==> src/rtl/os_scheduler.sv <==
// Ordered-set scheduler: brings a link from DOWN through an IDLE training run into RUN.
// Define OS_SCHEDULER_CC_EN to insert periodic clock-compensation (CC) bursts.
module os_scheduler #(
    parameter int AXI_DATA_SIZE  = 32,
    parameter int MAX_LINKS_SIZE = 4,
    parameter int DATA_W         = AXI_DATA_SIZE,
    parameter int INIT_IDLES     = 64,
    parameter int CC_PERIOD      = 5000,
    parameter int CC_LEN         = 3
) (
    input  logic                      clk,
    input  logic                      rst_n,
    input  logic                      link_up,
    input  logic                      single_lane_cfg,
    input  logic [MAX_LINKS_SIZE-1:0] lane_select_cfg,
    input  logic [DATA_W-1:0]         s_axis_tdata,
    input  logic                      s_axis_tvalid,
    output logic                      s_axis_tready,
    output logic                      single_lane,
    output logic [MAX_LINKS_SIZE-1:0] lane_select,
    output logic [1:0]                os_code,
    output logic [DATA_W-1:0]         data_out,
    output logic                      channel_up,
    output logic [1:0]                state_dbg
);

    localparam logic [1:0] OS_NONE = 2'd0;
    localparam logic [1:0] OS_IDLE = 2'd1;
    localparam logic [1:0] OS_CC   = 2'd2;
    localparam logic [1:0] OS_DATA = 2'd3;

    localparam int              IW        = (INIT_IDLES > 1) ? $clog2(INIT_IDLES + 1) : 1;
    localparam logic [IW-1:0]   INIT_LAST = IW'(INIT_IDLES - 1);

`ifdef OS_SCHEDULER_CC_EN
    localparam int              CW         = (CC_PERIOD > 1) ? $clog2(CC_PERIOD) : 1;
    localparam logic [CW-1:0]   CC_LAST    = CW'(CC_PERIOD - 1);
    localparam int              BW         = (CC_LEN > 1) ? $clog2(CC_LEN) : 1;
    localparam logic [BW-1:0]   BURST_LAST = BW'(CC_LEN - 1);
`endif

    typedef enum logic [1:0] {
        S_DOWN = 2'd0,
        S_INIT = 2'd1,
        S_RUN  = 2'd2
`ifdef OS_SCHEDULER_CC_EN
        ,S_CC  = 2'd3
`endif
    } state_t;

    state_t        state, next_state;
    logic [IW-1:0] init_cnt;
    logic          cfg_diff;
    logic          xfer;
    logic [1:0]    os_code_nxt;
`ifdef OS_SCHEDULER_CC_EN
    logic [CW-1:0] cc_cnt;
    logic [BW-1:0] burst_cnt;
`endif

    assign state_dbg = state;
    assign cfg_diff  = (single_lane_cfg != single_lane) || (lane_select_cfg != lane_select);
    assign xfer      = s_axis_tready & s_axis_tvalid;

    // Handshake: a word moves only in a cycle where tvalid and tready are both high;
    // tready is also withheld on a config change so no accepted word is ever dropped.
    always_comb begin
        next_state    = state;
        s_axis_tready = 1'b0;
        case (state)
            S_DOWN: if (link_up) next_state = S_INIT;
            S_INIT: begin
                if (!link_up)                  next_state = S_DOWN;
                else if (init_cnt == INIT_LAST) next_state = S_RUN;
            end
            S_RUN: begin
                if (!link_up)       next_state = S_DOWN;
                else if (cfg_diff)  next_state = S_INIT;
`ifdef OS_SCHEDULER_CC_EN
                else if (cc_cnt == CC_LAST) next_state = S_CC;
`endif
                else                s_axis_tready = 1'b1;
            end
`ifdef OS_SCHEDULER_CC_EN
            S_CC: begin
                if (!link_up)                   next_state = S_DOWN;
                else if (cfg_diff)              next_state = S_INIT;
                else if (burst_cnt == BURST_LAST) next_state = S_RUN;
            end
`endif
            default: next_state = S_DOWN;
        endcase
    end

    always_comb begin
        os_code_nxt = OS_NONE;
        case (next_state)
            S_INIT:  os_code_nxt = OS_IDLE;
            S_RUN:   os_code_nxt = xfer ? OS_DATA : OS_IDLE;
`ifdef OS_SCHEDULER_CC_EN
            S_CC:    os_code_nxt = OS_CC;
`endif
            default: os_code_nxt = OS_NONE;
        endcase
    end

    always_ff @(posedge clk or negedge rst_n) begin
        if (!rst_n) begin
            state       <= S_DOWN;
            init_cnt    <= '0;
            os_code     <= OS_NONE;
            data_out    <= '0;
            channel_up  <= 1'b0;
            single_lane <= 1'b0;
            lane_select <= '0;
        end else begin
            state      <= next_state;
            os_code    <= os_code_nxt;
            channel_up <= (next_state == S_RUN)
`ifdef OS_SCHEDULER_CC_EN
                          || (next_state == S_CC)
`endif
                          ;
            init_cnt   <= (state == S_INIT && next_state == S_INIT) ? init_cnt + 1'b1 : '0;
            if (xfer) data_out <= s_axis_tdata;
            // Lane configuration is sampled only as INIT is entered, so a retrain always uses it.
            if (next_state == S_INIT && state != S_INIT) begin
                single_lane <= single_lane_cfg;
                lane_select <= lane_select_cfg;
            end
        end
    end

`ifdef OS_SCHEDULER_CC_EN
    always_ff @(posedge clk or negedge rst_n) begin
        if (!rst_n) begin
            cc_cnt    <= '0;
            burst_cnt <= '0;
        end else begin
            cc_cnt    <= (state == S_RUN && next_state == S_RUN) ? cc_cnt + 1'b1 : '0;
            burst_cnt <= (state == S_CC && next_state == S_CC) ? burst_cnt + 1'b1 : '0;
        end
    end
`endif

endmodule

==> config.mk <==
export PLATFORM = sky130hd
export DESIGN_NAME = os_scheduler
export DESIGN_NICKNAME = d
export VERILOG_FILES = /design/src/rtl/os_scheduler.sv
export SDC_FILE = /design/constraint.sdc
export NUM_CORES = 1
export LEC_CHECK = 0
export ABC_AREA = 1
export CAP_MARGIN = 20
export CORE_MARGIN = 4
export CORE_UTILIZATION = 39
export DETAILED_ROUTE_END_ITERATION = 7
export MAX_ROUTING_LAYER = met4
export PLACE_DENSITY_LB_ADDON = 0.2
export SETUP_SLACK_MARGIN = 0.1
export SLEW_MARGIN = 20
export SYNTH_ARGS = -nofsm -noshare
export SYNTH_HDL_FRONTEND = slang
export SYNTH_SLANG_ARGS = --single-unit
==> constraint.sdc <==
create_clock -name clk -period 2 [get_ports clk]
set_input_delay 0.2 -clock clk [delete_from_list [all_inputs] [get_ports clk]]
set_output_delay 0.2 -clock clk [all_outputs]
set_load 0.02 [all_outputs]
==> reports/qor.yml <==
die:
  die_height_um: 82.2
  fp.dieArea_um2: 6760
  placement_rows: 26
  floorplan.core_area_um2: 5200
  fp.dieW_um: 82.2
  ios: 84
  initial_standard_cell_utilization_of_the_core: 0.412
grt:
  wire_length_of_the_first_global_routing_pass_um: 8750
  grt-ovfl-total: 0
  gr-usage-all-layers: 0.173
  antenna_found_initial: 0
  grt_max_degree: 34
  first_global_vias: 1883
yosys:
  cell_with_the_most_instances_after_synthesis: "sky130_fd_sc_hd__nand2_1"
  async_reset_ff_frac: 1.00
  top_area_cells_in_the_synthesized_netlist: "sky130_fd_sc_hd__dfrtp_1, sky130_fd_sc_hd__nand2_1, sky130_fd_sc_hd__nand4_1"
  syn-instance-count: 230
  yosysTopAreaCellShare: 0.571
  cell_type_with_the_highest_aggregate_area_in_the_netlist: "sky130_fd_sc_hd__dfrtp_1"
  synth_edf_count: 0
  post_synth_instance_area_um2: 2150
  syn-num-nets: 274
  ys_warn_count: 0
  ys_seq_area_frac: 0.571
  ys.flop_type: "sky130_fd_sc_hd__dfrtp_1"
  commonest_cells_post_synth: "sky130_fd_sc_hd__nand2_1, sky130_fd_sc_hd__dfrtp_1, sky130_fd_sc_hd__nand4_1"
  synth.distinct_cells: 24
  synth_area_per_cell_um2: 9.34
  ys_ff_latch: 49
timing:
  worst_skew_ns: 0.00201
  setup_violations: 0
  rsz0062_at_grt: "true"
  slew_headroom: 0.589
  final_hold_viol_count: 0
  final_min_period_over_clock_period: 0.940
  final_period_minus_worst_setup_slack_ns: 1.88
  final_setup_margin_ns: 0.121
  tightestPinTransition_ns: 0.617
  final_max_slew_viol_count: 0
  clock.fmax_mhz: 532
drt:
  post_drt_via_cell_ratio: 4.88
  wire_per_inst_um: 13.9
  via_count: 1933
  antenna_left: 0
  drt_drc_violations_left: 0
  wl_um: 5490
  dr.first_iter.drc_count: 72
  drt_pass1_iterations: 4
worst_setup_path:
  worst-endpoint-required_ns: 2.19
  timing.critical_path.to_type: "flip-flop"
  cp_data_arrival_time_ns: 2.06
  critical_path.n_buffers_inverters: 2
  path_cells: "ha_2 -> nand2_2 -> inv_2 -> nand2_2 -> nor2_4 -> nand3b_1 -> o21ai_2 -> inv_2 -> ha_4 -> nand2_4 -> mux2_4"
  cp_slowest_stage_delay_ns: 0.37
  worstSetupPathType: "reg2reg"
  crit_path_max_delay_cell_type: "sky130_fd_sc_hd__dfrtp_1"
  path_depth: 11
  critPathLaunchType: "flip-flop"
  path_delay_family: "simple AND/OR/NAND/NOR gates"
  r2r_cells: 11
  worstPathMaxFanout: 4
clock_tree:
  clk_latency_ns: 0.29
  cts_max_path_buffers: 2
  clk_root_buffer_cell: "sky130_fd_sc_hd__clkbuf_8"
  ctsHtreeMaxLevel: 2
  cts.sink_count: 49
  tritoncts.num_buffers: 5
  clk_pin_slew_ns: 0.09
  tritoncts_clock_tree: "built"
cells_and_area:
  area_delta_synth_final_pct: 55.9
  design.final.nets: 369
  finish.instance_area_um2: 3350
  final_cell_count_no_fill: 396
  count_of_inserted_antenna_diode_cells: 0
  nFillCells: 473
  post_route_cells_drive_above_1_share: 0.156
placement:
  dp_worst_setup_slack_ns: -0.169
  post_dp_cell_area_um2: 3070
  dp.final_hpwl_um: 3730
  numPortBuffers: 83
  post-place-cells: 379
  gp_congestion: 0.697
outcome:
  status: "finished, final reports clean"
worst_hold_path:
  holdCritPathClass: "in2async"
pwr:
  p_per_area_nw_per_um2: 700
  peakVddDrop_uv: 526
  total_leakage_power_nw: 1.61
run:
  drv.max_cap_violation_count: 0
registers in the layout (all words and copies together) (netlist names):
| name | flops |
|---|---|
| channel_up | 1 |
| init_cnt | 7 |
| single_lane | 1 |
| state_dbg | 2 |
| os_code | 2 |
| data_out | 32 |
| lane_select | 4 |
repair_timing:
item                                   4_1_cts  5_1_grt
buffers inserted                             5        2
hold buffers                                 1        0
cloned                                       0        1
pin swaps                                    6        6
endpoints found under the hold margin       24        0
setup endpoints to repair                   17       46
gates resized for setup                      9       11
logic make-up after synthesis:
family,after synthesis,share of synthesized area
DFF,49,0.571
and+or+nand+nor,138,0.304
buffers and inverters,29,0.0682
muxes,3,0.0157
xor gates and xnor gates,3,0.0122
AOI/OAI and AO/OA,5,0.0117
adders and majority gates,3,0.0175
power by group:
group          switching [mW]  leakage, nW  internal (mW)
clock                   0.318       0.0681          0.496
combinational           0.211        0.879          0.235
sequential             0.0440        0.667           1.04
total                   0.572         1.61           1.77
stage by stage:
stage | power [mW] | hold slack, ns | setup TNS [ns] | utilization
2_1_floorplan | 1.28 | -0.0956 | 0 | -
3_3_place_gp | 1.51 | 0.240 | -4.79 | 0.590
3_5_place_dp | 1.51 | 0.242 | -5.52 | 0.590
4_1_cts | 2.36 | 0.457 | 0 | 0.630
5_1_grt | 2.47 | 0.468 | 0 | 0.643
6_report | 2.34 | 0.447 | 0 | 0.643
layout make-up:
| cell class | instances | area [µm²] | share of cell area |
|---|---|---|---|
| inverter | 16 | 60.1 | 0.0179 |
| multi-input combinational | 153 | 872 | 0.261 |
| clock inverter | 3 | 65.1 | 0.0194 |
| tap | 70 | 87.6 | 0.0262 |
| sequential | 49 | 1230 | 0.367 |
| clock buffer | 5 | 68.8 | 0.0206 |
| timing repair buffer | 100 | 963 | 0.288 |
path summary, 6_finish.rpt:
path,endpoint,from,slack [ns]
max in group asynchronous,lane_select[0],rst_n,0.99
min,data_out[15],rst_n,0.45
max reg2reg,lane_select[3],init_cnt[1],0.12
max,lane_select[3],init_cnt[1],0.12
min in group clk,data_out[2],s_axis_tdata[2],0.47
min reg2reg,data_out[19],data_out[19],0.47
layer usage:
metal	share of wire	GRT usage	routed length (µm)	up-vias
met4	0.0087	0.0399	48	0
met5	0	-	0	-
li1	-	-	-	944
met2	0.47	0.270	2580	68
met1	0.44	0.226	2410	916
met3	0.082	0.0434	451	5
cell usage in the layout (no fill, tap or decap), types with 2 or more instances in the layout:
master	n
sky130_fd_sc_hd__a21oi_1	2
sky130_fd_sc_hd__buf_4	15
sky130_fd_sc_hd__bufinv_16	2
sky130_fd_sc_hd__clkbuf_8	5
sky130_fd_sc_hd__clkdlybuf4s50_1	81
sky130_fd_sc_hd__dfrtp_1	46
sky130_fd_sc_hd__dfrtp_2	3
sky130_fd_sc_hd__ha_4	2
sky130_fd_sc_hd__inv_1	13
sky130_fd_sc_hd__inv_2	3
sky130_fd_sc_hd__mux2_4	3
sky130_fd_sc_hd__nand2_1	82
sky130_fd_sc_hd__nand2_2	3
sky130_fd_sc_hd__nand3_1	2
sky130_fd_sc_hd__nand3_4	2
sky130_fd_sc_hd__nand4_1	32
sky130_fd_sc_hd__nor2_1	7
sky130_fd_sc_hd__nor2_4	2
sky130_fd_sc_hd__o21ai_0	2
sky130_fd_sc_hd__xnor2_1	3
Note: power is estimated with default switching activity, not from simulation.
